--- config.mk ---
export PLATFORM = sky130hd
export DESIGN_NAME = crot_pi_k_gate_pipelined
export DESIGN_NICKNAME = d
export VERILOG_FILES = /design/src/rtl/crot_pi_k_gate_pipelined_pkg.sv /design/src/rtl/crot_pipe_stage_ctrl.sv /design/src/rtl/crot_pi_k_gate_pipelined.sv
export SDC_FILE = /design/constraint.sdc
export NUM_CORES = 1
export LEC_CHECK = 0
export BUFFER_PORTS_ARGS = -buffer_cell sky130_fd_sc_hd__clkbuf_2
export CORE_MARGIN = 1.5
export CORE_UTILIZATION = 64
export DETAILED_ROUTE_END_ITERATION = 16
export GPL_ROUTABILITY_DRIVEN = 0
export PLACE_DENSITY = 0.82
export SLEW_MARGIN = 10
export SYNTH_ARGS = -nofsm -noshare
export SYNTH_HDL_FRONTEND = slang
export SYNTH_SLANG_ARGS = --single-unit
--- constraint.sdc ---
create_clock -name clk -period 4.7 [get_ports clk]
set_clock_uncertainty 0.05 [all_clocks]
set_input_delay 0.47 -clock clk [delete_from_list [all_inputs] [get_ports clk]]
set_output_delay 0.47 -clock clk [all_outputs]
set_load 0.01 [all_outputs]
--- src/rtl/crot_pi_k_gate_pipelined_pkg.sv ---
// Shared fixed-point helpers for the controlled pi/2^k rotator: coefficient
// width, the rotation coefficient table and signed saturation.
package crot_pi_k_gate_pipelined_pkg;

  localparam int FRAC_WIDTH_DEF = 4;
  localparam int COEF_WIDTH     = FRAC_WIDTH_DEF + 2;

  typedef struct packed {
    logic signed [31:0] c;
    logic signed [31:0] s;
  } coef_t;

  // cos/sin(pi/2^k) held at 16 fractional bits, rounded half-up to frac bits
  function automatic coef_t crot_coef(input int k, input int frac);
    logic signed [31:0] c16, s16;
    coef_t r;
    case (k)
      0:       begin c16 = -32'sd65536; s16 = 32'sd0;     end
      1:       begin c16 = 32'sd0;      s16 = 32'sd65536; end
      2:       begin c16 = 32'sd46341;  s16 = 32'sd46341; end
      3:       begin c16 = 32'sd60547;  s16 = 32'sd25080; end
      4:       begin c16 = 32'sd64277;  s16 = 32'sd12785; end
      5:       begin c16 = 32'sd65220;  s16 = 32'sd6424;  end
      6:       begin c16 = 32'sd65457;  s16 = 32'sd3216;  end
      default: begin c16 = 32'sd65516;  s16 = 32'sd1608;  end
    endcase
    r.c = (c16 + (32'sd1 <<< (15 - frac))) >>> (16 - frac);
    r.s = (s16 + (32'sd1 <<< (15 - frac))) >>> (16 - frac);
    return r;
  endfunction

  function automatic logic signed [63:0] sat_s(input logic signed [63:0] v, input int w);
    logic signed [63:0] hi, lo;
    hi = (64'sd1 <<< (w - 1)) - 64'sd1;
    lo = -hi - 64'sd1;
    if (v > hi) return hi;
    if (v < lo) return lo;
    return v;
  endfunction

endpackage

--- src/rtl/crot_pipe_stage_ctrl.sv ---
// Valid/advance cell for one stage of a bubble-collapsing pipeline.
module crot_pipe_stage_ctrl (
  input  logic clk,
  input  logic rst,
  input  logic up_valid_i,
  input  logic down_ready_i,
  output logic valid_o,
  output logic ready_o,
  output logic load_o
);

  logic valid_q, valid_d;

  always_comb begin
    ready_o = !valid_q || down_ready_i;
    load_o  = ready_o && up_valid_i;
    valid_d = ready_o ? up_valid_i : valid_q;
  end

  always_ff @(posedge clk) begin
    if (rst) valid_q <= 1'b0;
    else     valid_q <= valid_d;
  end

  assign valid_o = valid_q;

endmodule

--- src/rtl/crot_pi_k_gate_pipelined.sv ---
// Four-stage controlled e^(j*pi/2^k) rotator with ready/valid and saturation.
// Optional macro ROUND_EN: round half-up before the final shift.
module crot_pi_k_gate_pipelined
  import crot_pi_k_gate_pipelined_pkg::*;
#(
  parameter int TOTAL_WIDTH = 8,
  parameter int FRAC_WIDTH  = 4,
  parameter int K_MAX       = 3,
  parameter int K_WIDTH     = 3
) (
  input  logic                   clk,
  input  logic                   rst,
  input  logic                   in_valid,
  output logic                   in_ready,
  input  logic                   in_ctrl,
  input  logic [K_WIDTH-1:0]     in_k,
  input  logic [TOTAL_WIDTH-1:0] in_ar,
  input  logic [TOTAL_WIDTH-1:0] in_ai,
  output logic                   out_valid,
  input  logic                   out_ready,
  output logic [TOTAL_WIDTH-1:0] out_pr,
  output logic [TOTAL_WIDTH-1:0] out_pi,
  output logic                   out_err
);

  localparam int COEF_W = FRAC_WIDTH + 2;
  localparam int P      = TOTAL_WIDTH + COEF_W;
  localparam int STAGES = 4;

  logic [STAGES:0]   vld_pipe;
  logic [STAGES:0]   rdy_pipe;
  logic [STAGES-1:0] ld;

  assign vld_pipe[0]      = in_valid;
  assign rdy_pipe[STAGES] = out_ready;

  for (genvar g = 0; g < STAGES; g++) begin : g_stage
    crot_pipe_stage_ctrl u_ctrl (
      .clk          (clk),
      .rst          (rst),
      .up_valid_i   (vld_pipe[g]),
      .down_ready_i (rdy_pipe[g+1]),
      .valid_o      (vld_pipe[g+1]),
      .ready_o      (rdy_pipe[g]),
      .load_o       (ld[g])
    );
  end

  assign in_ready  = rdy_pipe[0] && !rst;
  assign out_valid = vld_pipe[STAGES];

  logic signed [TOTAL_WIDTH-1:0] ar1_q, ai1_q;
  logic signed [COEF_W-1:0]      c1_q, s1_q, c1_d, s1_d;
  logic                          err1_q, err2_q, err3_q, err4_q, k_bad;
  logic signed [P-1:0]           p_arc_q, p_ais_q, p_ars_q, p_aic_q;
  logic signed [P:0]             re3_q, im3_q;
  logic signed [P+1:0]           re_w, im_w, re_sh, im_sh;
  logic signed [TOTAL_WIDTH-1:0] pr4_q, pi4_q, pr4_d, pi4_d;
  coef_t                         co;

  // Identity and out-of-range k both fall back to C = 1.0, S = 0
  always_comb begin
    k_bad = int'(in_k) > K_MAX;
    co    = crot_coef(int'(in_k), FRAC_WIDTH);
    c1_d  = COEF_W'(co.c);
    s1_d  = COEF_W'(co.s);
    if (!in_ctrl || k_bad) begin
      c1_d = COEF_W'(1 << FRAC_WIDTH);
      s1_d = '0;
    end
  end

`ifdef ROUND_EN
  localparam logic signed [P+1:0] HALF = (P+2)'(1) <<< (FRAC_WIDTH - 1);
  assign re_w = (P+2)'(re3_q) + HALF;
  assign im_w = (P+2)'(im3_q) + HALF;
`else
  assign re_w = (P+2)'(re3_q);
  assign im_w = (P+2)'(im3_q);
`endif

  always_comb begin
    re_sh = re_w >>> FRAC_WIDTH;
    im_sh = im_w >>> FRAC_WIDTH;
    pr4_d = TOTAL_WIDTH'(sat_s(64'(re_sh), TOTAL_WIDTH));
    pi4_d = TOTAL_WIDTH'(sat_s(64'(im_sh), TOTAL_WIDTH));
  end

  always_ff @(posedge clk) begin
    if (rst) begin
      ar1_q   <= '0;
      ai1_q   <= '0;
      c1_q    <= '0;
      s1_q    <= '0;
      err1_q  <= 1'b0;
      p_arc_q <= '0;
      p_ais_q <= '0;
      p_ars_q <= '0;
      p_aic_q <= '0;
      err2_q  <= 1'b0;
      re3_q   <= '0;
      im3_q   <= '0;
      err3_q  <= 1'b0;
      pr4_q   <= '0;
      pi4_q   <= '0;
      err4_q  <= 1'b0;
    end else begin
      if (ld[0]) begin
        ar1_q  <= in_ar;
        ai1_q  <= in_ai;
        c1_q   <= c1_d;
        s1_q   <= s1_d;
        err1_q <= k_bad;
      end
      if (ld[1]) begin
        p_arc_q <= ar1_q * c1_q;
        p_ais_q <= ai1_q * s1_q;
        p_ars_q <= ar1_q * s1_q;
        p_aic_q <= ai1_q * c1_q;
        err2_q  <= err1_q;
      end
      if (ld[2]) begin
        re3_q  <= (P+1)'(p_arc_q) - (P+1)'(p_ais_q);
        im3_q  <= (P+1)'(p_ars_q) + (P+1)'(p_aic_q);
        err3_q <= err2_q;
      end
      if (ld[3]) begin
        pr4_q  <= pr4_d;
        pi4_q  <= pi4_d;
        err4_q <= err3_q;
      end
    end
  end

  assign out_pr  = pr4_q;
  assign out_pi  = pi4_q;
  assign out_err = err4_q;

endmodule

* After elaboration in Yosys (flattened, before gate mapping) *
Cells that the tools add are included.

storage, ports and cells
  register bits after elaboration = 138
  bits of input ports = 24
  output and inout bits = 19
  word-level logic and storage cells = 74

operators by class
  add/sub/neg operators = 4
  multipliers = 4
  magnitude comparators = 5
  eq/ne operators = 6
  muxes and demuxes = 18
  reduce and logical (&&, ||, !) cells = 17

operator list
  kind                                                                    number
  18-bit one-hot mux with 7 select lines                                  1
  17-bit one-hot mux with 7 select lines                                  1
  8-bit two-way mux                                                       8
  8-bit by 6-bit multiplier with 14-bit output                            4
  18-bit by 13-bit adder with 18-bit output (second input constant)       2
  11-bit by 8-bit > comparator with 1-bit output (second input constant)  2
  11-bit by 8-bit < comparator with 1-bit output (second input constant)  2
  14-bit by 14-bit adder with 15-bit output                               1
  14-bit by 14-bit subtractor with 15-bit output                          1
  6-bit two-way mux                                                       2
  3-bit equality test (second input constant)                             3
  3-bit by 2-bit equality test with 1-bit output (second input constant)  2
  1-bit logical NOT                                                       6
  1-bit two-way mux                                                       6
  1-bit logical AND                                                       5
  1-bit logical OR                                                        5
  3-bit by 1-bit equality test with 1-bit output (second input constant)  1
  3-bit by 2-bit > comparator with 1-bit output (second input constant)   1
  3-bit logical NOT                                                       1

* Logic depth before layout (Yosys ltp) *
Gate-level depths: netlist of the first run.

  depth after elaboration = 6
  mapped depth = 18
  depth with buffers taken out = 17

* By module *
Synthesis of the first run repeated with hierarchy kept, for this count alone.

unflattened totals
  cell total of the unflattened synthesis = 1402
  area, all modules = 12781.0 um2

by module, submodules not included
  module                    instances  cells each  area an instance (um2)  sequential area each (um2)
  crot_pi_k_gate_pipelined  1          1382        12560.8                 2522.4
  crot_pipe_stage_ctrl      4          5           55.1                    20.0

* Worst setup path after synthesis of the first run *
No wires, ideal clock.

  path kind = register -> register
  start = register s1_q[4]
  end = register p_ais_q[13]
  setup time = 0.086 ns
  data arrival time = 4.178 ns
  data required time = 4.564 ns
  setup slack = 0.386 ns
  stages on the path, launching flop included = 15
  path buffers = 1
  period minus slack after synthesis = 4.314 ns
  cells stage by stage = dfxtp_1 clkbuf_1 nand2_1 fa_1 fa_1 inv_1 fa_1 fa_1 ha_1 a211oi_1 nor2_1 o21ai_0 o21ai_0 xnor2_1 a211oi_1

between the ends
  cells in the longest elaborated chain, start to end = 1

ends and longest elaborated chain
  element                                       RTL line                         RTL
  from (decl)                                   crot_pi_k_gate_pipelined.sv:53   logic signed [COEF_W-1:0] c1_q, s1_q, c1_d, s1_d;
  from (signal assigned)                        crot_pi_k_gate_pipelined.sv:94   s1_q <= '0;
  from (signal assigned)                        crot_pi_k_gate_pipelined.sv:112  s1_q <= s1_d;
  8-bit by 6-bit multiplier with 14-bit output  crot_pi_k_gate_pipelined.sv:117  p_ais_q <= ai1_q * s1_q;
  to (signal assigned)                          crot_pi_k_gate_pipelined.sv:117
  to (decl)                                     crot_pi_k_gate_pipelined.sv:55   logic signed [P-1:0] p_arc_q, p_ais_q, p_ars_q, p_aic_q;

No other way between the ends.
A chain may end at the register's enable or synchronous reset.

* Worst setup path after layout of the first run *
  start = register s1_q[2]
  end = register p_ars_q[13]

between the ends
  cells in the longest elaborated chain, start to end = 1

ends and longest elaborated chain
  element                                       RTL line                         RTL
  8-bit by 6-bit multiplier with 14-bit output  crot_pi_k_gate_pipelined.sv:118  p_ars_q <= ar1_q * s1_q;
  to (signal assigned)                          crot_pi_k_gate_pipelined.sv:118
  to (decl)                                     crot_pi_k_gate_pipelined.sv:55

No other way between the ends.

==> impl_metrics.yaml, run 1 <==
route:
  wire_per_inst_um: 16.8
  ant_nets: 0
  drt-total-wl_mm: 29.9
  vias_per_cell: 5.73
  dr.pass1.iters: 5
  vias: 10200
  drc: 0
  drt_iter0_markers: 774
die:
  core_area_um2: 19300
  die_y_um: 143
  initial_core_util_pct: 64.9
  rows: 51
  pin_count: 43
  fp.dieArea_um2: 20400
  die_w_um: 143
power:
  p_sw_mw: 0.810
  p_int_mw: 2.00
  p_clk_share_pct: 46.8
  combPwrFrac_pct: 11.5
  leakagePower_nw: 6.49
  power.share.switching_pct: 28.8
  seq_power_share_pct: 41.7
  pwr_density_cell_nw_per_um2: 206
  peakVddDrop_uv: 246
sta:
  hold_viol: 0
  rsz0062_at_grt: "false"
  tns_ps: 0
  slew_headroom_pct: 33.8
  clock.fmax_ghz: 0.224
  setup_viol: 0
  final.period_utilization_pct: 94.9
  finalMaxSlewViolations: 0
  worst_pin_slew_ps: 993
  fin_crit_ps: 4460
finish:
  nFillCells: 1492
  final_util_pct: 70.6
  nets: 1785
  regArea_um2: 2620
  num_antenna_cells: 0
  multi_input_comb_area_um2: 9130
  drive_gt1_share_pct: 8.48
  area_growth_syn_to_layout_pct: 8.83
logic_synthesis:
  synth_top_area_share_pct: 21.7
  ys_warn_count: 0
  ys_ff_latch: 130
  ys.flop_type: "dfxtp_1"
  yosysSeqAreaShare_pct: 20.7
  synth_adder_area_share_pct: 34.5
  synth_area_um2: 12500
  yosys-top-cells-count: "nand2_1, inv_1, fa_1"
  synthCells: 1476
  yosysMostFrequentCell: "nand2_1"
  synth_edf_count: 0
  synthTopCellsByArea: "fa_1, dfxtp_1, ha_1, nand2_1, and2_1"
  synth_top_family_by_area: "adder cells"
  async_flop_share_pct: 0
  yosysUniqueCellTypes: 53
  synth_top_area_cell: "fa_1"
  synth_compound_area_share_pct: 12.8
  synth_nets: 1764
  synthMuxAreaShare_pct: 1.02
  yosys.area_share.simple_pct: 20.3
  synth_area_per_cell_um2: 8.50
  synth_xor_area_share_pct: 4.05
worst_hold_path:
  hp-class: "in -> reg"
  min_from: "in_ar[7]"
global_route:
  grt_usage_pct: 30.9
  grt_pass1_vias: 9997
  overflow: 0
  grt_pass1_wl_mm: 49.3
  antenna_found_initial: 0
  grt_max_degree: 100
clock_network:
  hold_buffers: 0
  clock-root-buffer: "clkbuf_16"
  htreeDepth: 4
  cts_tree: "done"
  clock_sinks: 130
  cts_setup_buffers: 0
  cts_buffers: 17
  cts-resized-gates: 0
  clkSlewWorstSetupHoldPaths_ps: 70
  clk_latency_ps: 440
  cts_buffer_depth: 2
worst_setup_path:
  endpoint_kind: "flop"
  crit_start: "s1_q[2]$_SDFFE_PP0P_"
  cp.required_ps: 4990
  cp.arrival_ps: 4750
  critical_path.max_fanout: 13
  timing.rr.start: "s1_q[2]$_SDFFE_PP0P_"
  worstSetupStartpointType: "flop"
  path_class: "reg -> reg"
flow_run:
  drv_cap: 0
placed_design:
  dp_hpwl_mm: 22.5
  numPortBuffers: 42
status:
  status: "finished, final reports clean"
-- power groups by stage --
stage	Clock, mW	Sequential [mW]	Combinational [mW]
detailed placement	0	1.19	0.317
CTS	1.32	1.17	0.322
floorplan	0	1.17	0.242
finish	1.32	1.17	0.325
global placement	0	1.19	0.311
global route	1.36	1.18	0.364
-- kinds of logic (layout without fill, tap and decap cells) --
family                   count (synthesis)  in the layout
flip-flops                             130            130
XOR/XNOR                                58             58
AO/OA/AOI/OAI                          276            276
AND/OR/NAND/NOR                        516            516
multiplexers                            12             12
buffers and inverters                  220            254
adder cells (fa/ha/maj)                264            264
-- cell usage in the layout (no fill, tap or decap), types with 19 or more instances in the layout --
cell type    n
nand3_1     19
buf_4       33
and2_1     115
xnor2_1     43
fa_1       135
ha_1       128
a21oi_1    126
a211oi_1    23
nor2_1      68
nor2b_1     39
dfxtp_1    120
o21ai_0     63
clkbuf_2    41
inv_1      148
nand2_1    201
nor3_1      20
-- stage by stage --
stage / std cells / hold slack (ps) / power, mW / worst slack (ps) / cell area, um2
2_1_floorplan: 1476 / 370 / 1.41 / 386 / 12500
3_3_place_gp: 1743 / 384 / 1.50 / 252 / 13100
3_5_place_dp: 1743 / 391 / 1.51 / 80.6 / 13100
4_1_cts: 1775 / 194 / 2.81 / 54.3 / 13600
5_1_grt: 1775 / 218 / 2.90 / 14.4 / 13700
6_report: 1775 / 194 / 2.81 / 239 / 13700
-- state kept, by name (all words and copies together), names as in the netlist, 11 cells and up --
name and cells:
im3_q 11, p_aic_q 14, p_ais_q 14, p_arc_q 14, p_ars_q 14, re3_q 11
-- routing by layer --
layer | global-route usage [%] | part of all wire [%] | wire [um] | vias up
li1 | - | - | - | 4866
met5 | 0 | 0 | 0 | -
met3 | 6.44 | 7.1 | 2130 | 86
met2 | 49.7 | 47 | 13900 | 410
met1 | 40.2 | 42 | 12700 | 4803
met4 | 13.5 | 3.9 | 1160 | 0
-- critical path, stage by stage (launching register included) --
cell and delay, ps:
dfxtp_1 450, and2_1 250, fa_1 550, inv_1 60
fa_1 480, inv_1 60, fa_1 560, fa_1 450
ha_1 330, a211oi_1 280, nor2_1 120, o21ai_1 200
o21ai_0 130, xnor2_1 140, a211oi_1 260
-- final timing paths --
check	end	slack, ps	cells after the start
setup / recovery	p_ars_q[13]$_SDFFE_PP0P_	240	14
hold / removal	ar1_q[7]$_SDFFE_PP0P_	190	3
setup reg to reg	p_ars_q[13]$_SDFFE_PP0P_	240	14
hold reg to reg	out_pr[5]$_SDFFE_PP0P_	400	2
-- cell type report --
class,instances,area share (%)
inverters,148,4.07
clock buffers,18,3.22
multi-input cells,1126,66.9
repair buffers,74,3.32
clock inverters,14,0.953
well taps,265,2.43
flip-flops and latches,130,19.2
Power figures use the tool's default switching activity.
==> inputs of run 2 (changes only) <==
--- a/config.mk
+++ b/config.mk
@@ -6,11 +6,13 @@
 export NUM_CORES = 1
 export LEC_CHECK = 0
 export BUFFER_PORTS_ARGS = -buffer_cell sky130_fd_sc_hd__clkbuf_2
+export CORE_ASPECT_RATIO = 1.25
 export CORE_MARGIN = 1.5
-export CORE_UTILIZATION = 64
+export CORE_UTILIZATION = 40
 export DETAILED_ROUTE_END_ITERATION = 16
 export GPL_ROUTABILITY_DRIVEN = 0
-export PLACE_DENSITY = 0.82
+export MAX_ROUTING_LAYER = met4
+export PLACE_DENSITY = 0.55
 export SLEW_MARGIN = 10
 export SYNTH_ARGS = -nofsm -noshare
 export SYNTH_HDL_FRONTEND = slang
==> impl_metrics.yaml, run 2 (synthesized netlist as in run 1, its figures left out) <==
worst_setup_path:
  r2r_setup_slack_ps: 250
  path_class: "reg -> reg"
  rr_worst_depth: 14
  reg2reg_to: "p_ars_q[13]$_SDFFE_PP0P_"
  cp.required_ps: 5000
  cp_slowest_cell: "fa_1"
  slowest_delay_ps: 740
  path_cells: "buf_4 -> nand2_1 -> fa_1 -> fa_1 -> fa_1 -> inv_1 -> ha_1 -> ha_1 -> a21oi_1 -> nand2_1 -> o21ai_0 -> o21ai_0 -> xnor2_1 -> a211oi_1"
  critical_path.max_fanout: 10
  endpoint_kind: "flop"
  path_common_cell: "fa_1"
  crit_start: "s1_q[2]$_SDFFE_PP0P_"
  cp-endpoint: "p_ars_q[13]$_SDFFE_PP0P_"
  worstSetupStartpointType: "flop"
  cp.arrival_ps: 4750
  timing.rr.start: "s1_q[2]$_SDFFE_PP0P_"
power:
  combPwrFrac_pct: 10.9
  peakVddDrop_uv: 211
  p_sw_mw: 0.793
  p_clk_share_pct: 49.5
  p_int_mw: 2.17
  power.share.switching_pct: 26.7
  seq_power_share_pct: 39.6
  leakagePower_nw: 6.56
  pwr_density_cell_nw_per_um2: 213
clock_network:
  clkSlewWorstSetupHoldPaths_ps: 60
  clock_sinks: 130
  cts_tree: "done"
  clock-root-buffer: "clkbuf_16"
  htreeDepth: 4
  clk_latency_ps: 430
  cts_buffers: 17
  cts_buffer_depth: 2
die:
  fp.dieArea_um2: 32400
  rows: 72
  pin_count: 43
  die_y_um: 201
  die_w_um: 161
  core_area_um2: 30900
  initial_core_util_pct: 40.6
global_route:
  grt_pass1_wl_mm: 51.2
  grt_usage_pct: 20.6
  antenna_found_initial: 0
  overflow: 0
  grt_max_degree: 58
  grt_pass1_vias: 9718
worst_hold_path:
  hp-class: "in -> reg"
placed_design:
  placed_area_um2: 13300
  numPortBuffers: 42
  dp_hpwl_mm: 24.2
route:
  drt_iter0_markers: 585
  vias: 9658
  drc: 0
  drt-total-wl_mm: 30.8
  wire_per_inst_um: 16.0
  vias_per_cell: 5.02
  dr.pass1.iters: 5
  ant_nets: 0
sta:
  finalMaxSlewViolations: 0
  clock.fmax_ghz: 0.225
  tns_ps: 0
  worst_pin_slew_ps: 1040
  setup_viol: 0
  rsz0062_at_grt: "false"
  slew_headroom_pct: 30.6
  fin_crit_ps: 4450
  final.period_utilization_pct: 94.8
  hold_viol: 0
finish:
  drive_gt1_share_pct: 9.11
  final_cell_mix: "nand2_1, inv_1, fa_1"
  final_common_cell: "nand2_1"
  design_area_um2: 14000
  area_growth_syn_to_layout_pct: 11.2
  nets: 1791
  num_antenna_cells: 0
flow_run:
  drv_cap: 0
status:
  status: "finished, final reports clean"
-- run 2: changes by cell type in the layout (fill, tap and decap cells not counted), sizes merged --
cell / previous run / this run
buf: 33 / 39
bufinv: 1 / 4
clkbuf: 59 / 60
clkinvlp: 4 / 0
inv: 152 / 151
-- run 2: area by class of cell --
class	instances	area, um2
Clock buffer	19	453
Clock inverter	12	179
Fill cell	3075	16900
Inverter	148	556
Multi-Input combinational cell	1126	9140
Sequential cell	130	2620
Tap cell	407	509
Timing Repair Buffer	80	498
-- run 2: repair_timing --
item / in CTS / in global routing
gates resized for setup: 0 / 19
buffers inserted: 0 / 0
setup endpoints to repair: 0 / 22
hold buffers: 0 / 0
-- run 2: worst min-delay path by stage --
stage / slack (ps) / to / cells after the start / startpoint
floorplan: 370 / im3_q[8]$_SDFFE_PP0P_ / 2 / im3_q[8]$_SDFFE_PP0P_
global placement: 380 / im3_q[5]$_SDFFE_PP0P_ / 2 / im3_q[5]$_SDFFE_PP0P_
detailed placement: 390 / im3_q[5]$_SDFFE_PP0P_ / 2 / im3_q[5]$_SDFFE_PP0P_
CTS: 200 / ai1_q[3]$_SDFFE_PP0P_ / 3 / in_ai[3]
global route: 210 / ai1_q[3]$_SDFFE_PP0P_ / 3 / in_ai[3]
finish: 210 / ar1_q[0]$_SDFFE_PP0P_ / 3 / in_ar[0]
-- run 2: power groups by stage --
stage	sequential (mW)	clock [mW]	combinational (mW)
2_1_floorplan	1.17	0	0.242
3_3_place_gp	1.20	0	0.324
3_5_place_dp	1.20	0	0.324
4_1_cts	1.17	1.49	0.328
5_1_grt	1.18	1.54	0.369
6_report	1.17	1.47	0.324
-- run 2: per-layer routing --
layer	vias up	wire (um)	track usage [%]
met5	-	0	-
li1	4877	-	-
met2	143	14600	32.9
met3	38	778	2.58
met4	0	819	6.55
met1	4600	14600	27.1
-- run 2: per-stage QoR --
| step | hold WS (ps) | setup WS [ps] | total power, mW | std cells | utilization [%] |
|---|---|---|---|---|---|
| 3_3_place_gp | 385 | 97.3 | 1.52 | 1891 | 43.0 |
| 6_report | 206 | 247 | 2.97 | 1922 | 45.2 |
| 5_1_grt | 212 | 0.905 | 3.09 | 1922 | 45.2 |
| 2_1_floorplan | 370 | 386 | 1.41 | 1476 | - |
| 3_5_place_dp | 393 | 70.2 | 1.52 | 1891 | 43.0 |
| 4_1_cts | 201 | 45.3 | 2.99 | 1922 | 45.1 |
-- run 2: worst max-delay path: cells and delay by family, from the launching register on --
family	cells	cell delay (ps)
compound gates	4	780
xor+xnor	1	140
fa+ha+maj	5	2420
buf+inv	2	270
flops	1	540
simple gates	2	140
==> inputs of run 3 (changes only) <==
--- a/config.mk
+++ b/config.mk
@@ -8,11 +8,11 @@
 export BUFFER_PORTS_ARGS = -buffer_cell sky130_fd_sc_hd__clkbuf_2
 export CORE_ASPECT_RATIO = 1.25
 export CORE_MARGIN = 1.5
-export CORE_UTILIZATION = 40
+export CORE_UTILIZATION = 45
 export DETAILED_ROUTE_END_ITERATION = 16
 export GPL_ROUTABILITY_DRIVEN = 0
 export MAX_ROUTING_LAYER = met4
-export PLACE_DENSITY = 0.55
+export PLACE_DENSITY = 0.61
 export SLEW_MARGIN = 10
 export SYNTH_ARGS = -nofsm -noshare
 export SYNTH_HDL_FRONTEND = slang
==> impl_metrics.yaml, run 3 (synthesized netlist as in run 1, its figures left out) <==
status:
  status: "finished, final reports clean"
power:
  p_clk_share_pct: 49.4
  pwr_density_cell_nw_per_um2: 213
  p_int_mw: 2.19
  power.share.switching_pct: 26.0
  p_sw_mw: 0.770
  leakagePower_nw: 6.59
  combPwrFrac_pct: 11.3
  p_total_mw: 2.97
  peakVddDrop_uv: 207
  seq_power_share_pct: 39.4
sta:
  clock.fmax_ghz: 0.225
  rsz0062_at_grt: "false"
  setup_viol: 0
  slew_headroom_pct: 28.5
  tns_ps: 0
  finalMaxSlewViolations: 0
  final.period_utilization_pct: 94.6
  hold_slack_ps: 207
  hold_viol: 0
  fin_crit_ps: 4450
  worst_pin_slew_ps: 1070
global_route:
  grt_pass1_wl_mm: 51.6
  grt_pass1_vias: 9992
  overflow: 0
  antenna_found_initial: 0
  grt_max_degree: 83
  grt_usage_pct: 22.9
clock_network:
  htreeDepth: 4
  clkSlewWorstSetupHoldPaths_ps: 60
  clk_latency_ps: 430
  clock_sinks: 130
  cts_tree: "done"
  cts_buffers: 17
  cts_buffer_depth: 2
  cts_setup_buffers: 0
  clock-root-buffer: "clkbuf_16"
finish:
  nets: 1799
  nFillCells: 2649
  final_common_cell: "nand2_1"
  drive_gt1_share_pct: 9.25
  area_growth_syn_to_layout_pct: 11.2
  num_antenna_cells: 0
  final_cell_mix: "nand2_1, inv_1, fa_1"
  final_util_pct: 50.7
die:
  die_y_um: 190
  initial_core_util_pct: 45.6
  fp.dieArea_um2: 28900
  die_w_um: 152
  rows: 68
  pin_count: 43
  core_area_um2: 27500
worst_setup_path:
  worstSetupStartpointType: "flop"
  path_common_cell: "fa_1"
  cp.arrival_ps: 4720
  path_cells: "nand2b_1 -> fa_1 -> fa_1 -> inv_1 -> fa_1 -> fa_1 -> ha_1 -> a211oi_1 -> nor2_1 -> o21ai_1 -> o21ai_0 -> xnor2_1 -> a211oi_1"
  cp_slowest_cell: "fa_1"
  path_class: "reg -> reg"
  critical_path.max_fanout: 6
  slowest_delay_ps: 550
  endpoint_kind: "flop"
  cp.required_ps: 4980
flow_run:
  drv_cap: 0
route:
  drc: 0
  drt_iter0_markers: 679
  drt-total-wl_mm: 30.5
  vias_per_cell: 5.21
  dr.pass1.iters: 5
  ant_nets: 0
  wire_per_inst_um: 16.3
  vias: 9772
placed_design:
  numPortBuffers: 42
  dp_hpwl_mm: 24.2
worst_hold_path:
  hp-class: "in -> reg"
## run 3: cell types whose count changed in the layout (fill, tap and decap cells not counted), moves of 2 or more
cell / previous run / this run
o21ai_1: 2 / 4
o21ai_0: 64 / 62
dfxtp_2: 12 / 8
buf_4: 39 / 47
dfxtp_1: 117 / 122
clkinvlp_4: 0 / 3
clkinv_2: 3 / 1
## run 3: repair_timing
| item | 4_1_cts | 5_1_grt |
|---|---|---|
| setup endpoints to repair | 0 | 9 |
| gates resized for setup | 0 | 15 |
| hold buffers | 0 | 0 |
## run 3: power groups by stage
stage               clock network [mW]  logic, mW  registers (mW)
floorplan                            0      0.242            1.17
global placement                     0      0.331            1.19
detailed placement                   0      0.333            1.19
CTS                               1.48      0.336            1.17
global route                      1.54      0.380            1.17
finish                            1.46      0.334            1.17
## run 3: layout make-up
cell class,instances,area (um2),area share (%)
Clock buffer,21,470,3.37
Inverter,148,556,3.98
Clock inverter,11,174,1.25
Sequential cell,130,2610,18.7
Tap cell,350,438,3.14
Timing Repair Buffer,88,558,4.00
Multi-Input combinational cell,1126,9140,65.5
## run 3: worst max-delay path: cells and delay by family, from the launching register on
| kind | cells | cell delay, ps |
|---|---|---|
| buffers and inverters | 1 | 50 |
| AO/OA/AOI/OAI | 4 | 970 |
| flip-flops | 1 | 480 |
| XOR/XNOR | 1 | 160 |
| AND/OR/NAND/NOR | 2 | 260 |
| adder cells (fa/ha/maj) | 5 | 2380 |
## run 3: path summary, 6_finish.rpt
check	startpoint	end	slack [ps]	cells after the start
worst max-delay path	s1_q[5]$_SDFFE_PP0P_	p_ais_q[13]$_SDFFE_PP0P_	250	13
worst min-delay path	in_ar[7]	ar1_q[7]$_SDFFE_PP0P_	210	3
worst max register to register	s1_q[5]$_SDFFE_PP0P_	p_ais_q[13]$_SDFFE_PP0P_	250	13
worst min register to register	im3_q[6]$_SDFFE_PP0P_	im3_q[6]$_SDFFE_PP0P_	400	2
## run 3: layer usage
layer	vias up	GRT usage [%]	share of wire, %
met5	-	-	0
met4	0	6.27	1.9
met2	169	38.1	48
met3	34	2.48	3.0
li1	4893	-	-
met1	4676	29.5	47
## run 3: stage by stage
stage	setup slack [ps]	cells	instance area, um2
2_1_floorplan	386	1476	12500
3_3_place_gp	168	1842	13300
3_5_place_dp	43.7	1842	13300
4_1_cts	31.6	1874	13900
5_1_grt	2.13	1874	13900
6_report	255	1874	13900
